[config.mk]
export PLATFORM = sky130hd
export DESIGN_NAME = cm_vec_ser
export DESIGN_NICKNAME = d
export VERILOG_FILES = /design/src/rtl/cm_vec_ser.sv
export SDC_FILE = /design/constraint.sdc
export NUM_CORES = 1
export LEC_CHECK = 0
export BUFFER_PORTS_ARGS = -buffer_cell sky130_fd_sc_hd__buf_2
export CORE_MARGIN = 10
export CORE_UTILIZATION = 40
export DETAILED_ROUTE_END_ITERATION = 7
export GPL_TIMING_DRIVEN = 0
export HOLD_SLACK_MARGIN = 0.1
export PLACE_DENSITY = 0.71
export SKIP_CTS_REPAIR_TIMING = 1
export SLEW_MARGIN = 10
export SYNTH_ARGS = -nofsm -noshare
export SYNTH_HDL_FRONTEND = slang
export SYNTH_SLANG_ARGS = --single-unit
[constraint.sdc]
create_clock -name i_clk -period 6.8 [get_ports i_clk]
set_clock_uncertainty 0.15 [all_clocks]
set_input_delay 0.34 -clock i_clk [delete_from_list [all_inputs] [get_ports i_clk]]
set_output_delay 0.34 -clock i_clk [all_outputs]
set_load 0.1 [all_outputs]
[src/rtl/cm_vec_ser.sv]
// cm_vec_ser: vector-to-stream serializer for the sorting network output.
// A whole DATA_CNT-element vector is accepted in one cycle into one of two
// ping-pong buffers and then emitted one element per cycle, lowest index
// first, over a valid/ready stream. The second buffer lets the next vector
// be handed over while the current one drains, so vectors stream gap-free.
//
// Optional feature macro: CM_VEC_SER_DEDUP_EN
//   defined   : elements equal to their lower neighbour are skipped
//               (element 0 always emitted); o_idx keeps the original index.
//   undefined : every element is emitted.
//
// Ports:
//   i_clk, i_rst : clock, asynchronous active-high reset
//   i_vld/o_rdy  : input vector handshake (o_rdy from registered state only)
//   i_data       : input vector, element 0 in the lowest slice
//   o_vld/i_rdy  : output element handshake
//   o_data       : current element
//   o_idx        : original position of the current element
//   o_last       : final element emitted for its vector
module cm_vec_ser #(
  parameter  int unsigned DATA_CNT   = 4,
  parameter  int unsigned DATA_WIDTH = 8,
  localparam int unsigned IDX_WIDTH  = (DATA_CNT > 1) ? $clog2(DATA_CNT) : 1
) (
  input  logic                                 i_clk,
  input  logic                                 i_rst,
  input  logic                                 i_vld,
  output logic                                 o_rdy,
  input  logic [DATA_CNT-1:0][DATA_WIDTH-1:0]  i_data,
  output logic                                 o_vld,
  input  logic                                 i_rdy,
  output logic [DATA_WIDTH-1:0]                o_data,
  output logic [IDX_WIDTH-1:0]                 o_idx,
  output logic                                 o_last
);

  typedef enum logic {
    S_IDLE = 1'b0,
    S_SEND = 1'b1
  } state_t;

  localparam logic [IDX_WIDTH-1:0] IDX_MAX = IDX_WIDTH'(DATA_CNT - 1);

  state_t                                     state, state_nxt;
  logic [1:0][DATA_CNT-1:0][DATA_WIDTH-1:0]   mem;
  logic [1:0]                                 full, full_nxt;
  logic                                       wp, rp, rp_nxt;
  logic [IDX_WIDTH-1:0]                       idx, idx_nxt, idx_step;
  logic                                       accept;
  logic                                       last;

  // Reset gating keeps o_rdy low during reset even though the cleared
  // full flags alone would already report the buffers as empty.
  assign o_rdy  = !full[wp] && !i_rst;
  assign accept = i_vld && o_rdy;

`ifdef CM_VEC_SER_DEDUP_EN
  logic [1:0][DATA_CNT-1:0] keep;
  logic [DATA_CNT-1:0]      keep_in;

  always_comb begin
    keep_in    = '0;
    keep_in[0] = 1'b1;
    for (int unsigned n = 1; n < DATA_CNT; n++) begin
      keep_in[n] = (i_data[n] != i_data[n-1]);
    end
  end

  always_ff @(posedge i_clk or posedge i_rst) begin
    if (i_rst) begin
      keep <= '0;
    end else if (accept) begin
      keep[wp] <= keep_in;
    end
  end

  // Scan from the top down so the last hit is the lowest kept index above
  // idx; no hit means idx is the final element of this vector.
  always_comb begin
    idx_step = idx;
    last     = 1'b1;
    for (int unsigned k = 0; k < DATA_CNT; k++) begin
      if (((DATA_CNT - 1 - k) > 32'(idx)) && keep[rp][DATA_CNT-1-k]) begin
        idx_step = IDX_WIDTH'(DATA_CNT - 1 - k);
        last     = 1'b0;
      end
    end
  end
`else
  always_comb begin
    last     = (idx == IDX_MAX);
    idx_step = idx + IDX_WIDTH'(1);
  end
`endif

  always_ff @(posedge i_clk) begin
    if (accept) begin
      mem[wp] <= i_data;
    end
  end

  always_ff @(posedge i_clk or posedge i_rst) begin
    if (i_rst) begin
      state <= S_IDLE;
      full  <= '0;
      wp    <= 1'b0;
      rp    <= 1'b0;
      idx   <= '0;
    end else begin
      state <= state_nxt;
      full  <= full_nxt;
      wp    <= wp ^ accept;
      rp    <= rp_nxt;
      idx   <= idx_nxt;
    end
  end

  always_comb begin
    state_nxt = state;
    full_nxt  = full;
    rp_nxt    = rp;
    idx_nxt   = idx;
    o_vld     = 1'b0;
    o_data    = '0;
    o_idx     = '0;
    o_last    = 1'b0;

    if (accept) begin
      full_nxt[wp] = 1'b1;
    end

    case (state)
      S_IDLE: begin
        // Entering on the accept itself gives one-cycle latency.
        if (full[rp] || (accept && (wp == rp))) begin
          state_nxt = S_SEND;
        end
      end
      S_SEND: begin
        o_vld  = 1'b1;
        o_data = mem[rp][idx];
        o_idx  = idx;
        o_last = last;
        if (i_rdy) begin
          if (!last) begin
            idx_nxt = idx_step;
          end else begin
            full_nxt[rp] = 1'b0;
            rp_nxt       = !rp;
            idx_nxt      = '0;
            // A vector landing in the other buffer this same cycle keeps
            // the stream going without an idle cycle.
            if (!(full[!rp] || (accept && (wp != rp)))) begin
              state_nxt = S_IDLE;
            end
          end
        end
      end
      default: state_nxt = S_IDLE;
    endcase
  end

endmodule

Word-level counts from Yosys, hierarchy flattened
Index checks and enable logic that the tools add are counted.
Word-level totals
  register bits after elaboration: 71
  latch bits: 0
  memory bits (writable): 0
  bits in read-only memories: 0
  input bits: 36
  memories: 0
Cells by class
  add/subtract/negate cells: 1
  $mul: 0
  div/mod/pow operators: 0
  order comparisons: 6
  equality and inequality tests: 3
  shift operators: 0
  muxes and demuxes: 31
  bitwise gates (word level): 5
  reductions and logical operators: 13
Operator list (count)
  32-bit two-way mux: 3
  64-bit bitwise mux: 1
  32-bit demux with 1-bit select: 1
  8-bit binary-select mux with 2-bit select: 1
  8-bit two-way mux: 2
  1-bit two-way mux: 14
  2-bit two-way mux: 6
  1-bit logical AND: 6
  1-bit by 2-bit < comparator with 1-bit output, second input constant: 3
  1-bit zero test: 3
  2-bit by 3-bit < comparator with 1-bit output, second input constant: 1
  3-bit AND reduction: 1
  2-bit by 1-bit adder with 2-bit output, second input constant: 1
  2-bit bitwise AND: 1
  1-bit demux with 1-bit select: 2
  2-bit equality test, second input constant: 1
  1-bit greater-or-equal comparator, second input constant: 2
  1-bit logical OR: 2
  2-bit NOT: 1
  2-bit bitwise OR: 1
  1-bit case mux with 2 select lines: 1
  2-bit AND reduction: 1
  1-bit equality test: 1
  1-bit != test: 1
  2 further kinds: 2

Logic depth before layout (Yosys ltp)
  word-level depth: 11
  depth in mapped cells: 5
  depth with buffers taken out: 5

Worst setup path before layout
OpenSTA, ideal clock, no wires.
  path type: register to register
  from: reg full[0]
  to: reg mem[0] (netlist name), enable pin
  data arrival time: 4011 ps
  setup slack: 2247 ps
  cell stages (with the launch flop): 5
  buffers on the path: 0
  cell sequence: dfrtp_1 nor2b_1 a211oi_1 and2_1 ha_1
On the way
  word-level cells in the longest chain between the ends: 5
RTL lines
  from (decl): RTL line 46  | logic [1:0] full, full_nxt;
  from (signal assigned): RTL line 111  | full <= full_nxt;
  1-bit two-way mux (implied by the code) (2 in series): RTL line 54  | assign o_rdy = !full[wp] && !i_rst;
  1-bit zero test: RTL line 54
  1-bit logical AND: RTL line 54
  net o_rdy: RTL line 28  | output logic o_rdy,
  1-bit logical AND: RTL line 55  | assign accept = i_vld && o_rdy;
  to (signal, indexed assignment): RTL line 98  | mem[wp] <= i_data;
  to (decl): RTL line 45  | logic [1:0][DATA_CNT-1:0][DATA_WIDTH-1:0] mem;
The timed path passes the listed nets, and every way through them passes these cells. The select of a mux whose other input is x is not followed.
A chain may end at the register's enable or synchronous reset.

Worst setup path in the final report
  from: reg idx[0]
  to: out o_data[7]
On the way
  word-level cells in the longest chain between the ends: 3
RTL lines
  from (decl): RTL line 48  | logic [IDX_WIDTH-1:0] idx, idx_nxt, idx_step;
  from (signal assigned): RTL line 114  | idx <= idx_nxt;
  8-bit binary-select mux with 2-bit select: RTL line 141  | o_data = mem[rp][idx];
  8-bit two-way mux (implied by the code): RTL line 141
  8-bit two-way mux: RTL line 132  | case (state)
  to (decl): RTL line 32  | output logic [DATA_WIDTH-1:0] o_data,
No other way between the ends. The select of a mux whose other input is x is not followed.

==> metrics.md <==
| Metric | Value |
|---|---|
| Synth cell types | `27` |
| Die Height | `around 100 microns` |
| Rows | `30` |
| Area delta synth->final | `30.16%` |
| Initial antenna violation count | `0` |
| Clk slew on worst S/H paths | `~0.070 ns` |
| Final period util | `0.4023` |
| Synth warn | `0` |
| Status | `finished clean` |
| Antenna diodes | `0` |
| Ys async rst share | `0.09859` |
| Wire per inst | `roughly 17 microns` |
| CTS tree | `built` |
| Root Buffer | `clkbuf_8` |
| Class of the most critical setup path | `flop to primary output` |
| Overflow after GRT | `0` |
| Grt met2 use | `0.1737` |
| EDFF count, synth | `64` |
| Slew headroom | `0.4587` |
| GPL Wtd Cong | `between 0.6 and 0.7` |
| Final Hold Fails | `0` |
| Slew @ Worst Pin | `about 0.81 ns` |
| Nets | `slightly below 300` |
| Antenna Violating Nets Remaining | `0` |
| Setup_tns | `0 ns` |
| Largest net degree at the start of global routing | `33` |
| H-tree Lvls | `3` |
| Starting Density | `0.4159` |
| GR Util All Layers | `0.1084` |
| Die Wd | `about 100 microns` |
| Seq/Total Area, Yosys | `0.7380` |
| Worst min path class | `input pin to flop` |
| Vias in the first global route | `~1700` |
| First drt pass iteration count | `4` |
| Max-cap violations | `0` |
| Primary FF master, synth | `edfxtp_1` |
| Yosys reg bits | `a little over 70` |
| Num ports | `49` |
| GR Util met3 | `0.03222` |
| Largest area contributor in the netlist | `edfxtp_1` |
| DP HPWL | `between 3 and 4 mm` |
| First-pass GRT wire length | `8.894 mm` |
| DRC viols | `0` |
| Crit path largest cell delay | `between 0.5 and 0.6 ns` |
| Slowest-stage cell, CP | `dfrtp_1` |
| Die area | `approximately 11000 sq um` |
| Pins Over Slew Limit | `0` |
| RSZ-0062 raised after global routing | `false` |
| Clock Path Buffers | `2` |
| Core box area | `approximately 6800 sq um` |
| Top post-synthesis cells by area | `edfxtp_1, mux2_2, dfrtp_1, mux4_2, mux4_1` |
| Drt initial violations | `98` |
| Fmax | `between 300 and 400 MHz` |
| Final WL | `around 6.0 mm` |
| Syn avg cell area | `17.98 sq um` |
| Most used routing layer | `met2` |
| Period minus WS final | `around 2.7 ns` |
| Crit. End Element | `primary output` |
| Clock Sinks | `71` |
| CP Max Fanout | `10` |
| Total CTS buffers | `9` |
| Met1 Resource Use GR | `0.1247` |
| Worst-Skew Late Latency | `~0.33 ns` |
| Synthesized cell area | `approximately 2800 sq um` |
| CP cell instances | `buf_6 -> nand2b_1 -> o21ai_0 -> nor2_1 -> buf_2` |
| Post-DR vias/cell | `approximately 4.8` |
| Mapped Cells | `158` |
| Via Count | `approximately 1700` |
| Worst path arrival time | `between 2 and 2.5 ns` |
| Final setup fails | `0` |
| Critical Path RT | `around 6.3 ns` |
| Share of cells above drive strength 1 | `0.3451` |
| Startpoint Class | `flop` |
| Port bufs | `between 40 and 50` |
| Mapped Nets | `~200` |
| Yosys top cell area share | `0.6764` |
-- metal layers --
metal  vias up  wire length (microns)
li1        811                      -
met1       827                   2751
met2        43                   2923
met3        11                    176
met4         0                    136
met5         -                      0
-- Yosys cell counts, types with 4 or more instances --
master and number:
o22ai_1 8, nand2_1 4, edfxtp_1 64, and2_1 4, dfrtp_1 7, mux4_2 5, o21ai_0 8, nor2_1 9
mux2_2 18
-- final cells by class --
cell class	count	area [sq um]
fill	595	3133
sequential	71	2097
multi-input combinational	78	704.4
timing repair buffer	81	570.5
clock buffer	15	156.4
tap	96	120.1
buffer	6	33.78
inverter	3	11.26
clock inverter	1	5.005
-- final timing paths --
| kind | cells after the start | slack (ns) | startpoint | end |
|---|---|---|---|---|
| hold reg to reg | 1 | 0.39 | full[0]$_DFF_PP0_ | full[0]$_DFF_PP0_ |
| setup / recovery | 5 | 4.06 | idx[0]$_DFFE_PP0P_ | o_data[7] |
| hold / removal | 4 | 0.16 | i_rdy | rp$_DFFE_PP0P_ |
| max in group asynchronous | 3 | 5.93 | i_rst | state$_DFF_PP0_ |
| min in group asynchronous | 3 | 0.36 | i_rst | rp$_DFFE_PP0P_ |
| setup reg to reg | 4 | 4.54 | full[0]$_DFF_PP0_ | mem[56]$_DFFE_PP_ |
-- kinds of logic (layout without fill, tap and decap cells) --
kind of cell | count (synthesis) | after routing | share of synthesized area
AND/OR/NAND/NOR | 29 | 29 | 0.05240
adder cells (fa/ha/maj) | 3 | 3 | 0.01321
flip-flops | 71 | 71 | 0.7380
AO/OA/AOI/OAI | 20 | 20 | 0.04183
buffers and inverters | 9 | 106 | 0.01585
multiplexers | 26 | 26 | 0.1387
-- through the flow --
| stage | instance area [sq um] | setup WS [ns] | util | hold WS, ns | instances |
|---|---|---|---|---|---|
| floorplan | 2841 | 2.247 | - | -0.006602 | 158 |
| global placement | 3202 | 4.032 | 0.4687 | 0.1619 | 302 |
| detailed placement | 3207 | 4.427 | 0.4694 | 0.1695 | 302 |
| CTS | 3368 | 4.044 | 0.4930 | -0.1996 | 318 |
| global route | 3699 | 3.927 | 0.5414 | 0.1751 | 351 |
| finish | 3699 | 4.064 | 0.5414 | 0.1622 | 351 |
-- placed cells by master, fill, tap and decap left out, types with 4 or more instances in the layout --
| master | n |
|---|---|
| and2_1 | 4 |
| buf_2 | 51 |
| clkbuf_1 | 7 |
| clkbuf_8 | 10 |
| dfrtp_1 | 7 |
| dlygate4sd3_1 | 33 |
| edfxtp_1 | 64 |
| mux2_2 | 18 |
| mux4_2 | 5 |
| nand2_1 | 4 |
| nor2_1 | 9 |
| o21ai_0 | 8 |
| o22ai_1 | 8 |
-- sequential cells by signal (all words and copies together) (netlist names) --
register  cells
wp            1
mem          64
state         1
full          2
rp            1
idx           2
-- critical path: cells and delay by family, from the launching register on --
family	cells	cell delay [ns]
AO/OA/AOI/OAI	1	0.15
buffers and inverters	2	0.67
flip-flops	1	0.52
AND/OR/NAND/NOR	2	0.56
Power is left out: the tool's default activity adds up to more than one toggle a clock period on the data nets, which glitch-free logic cannot reach.
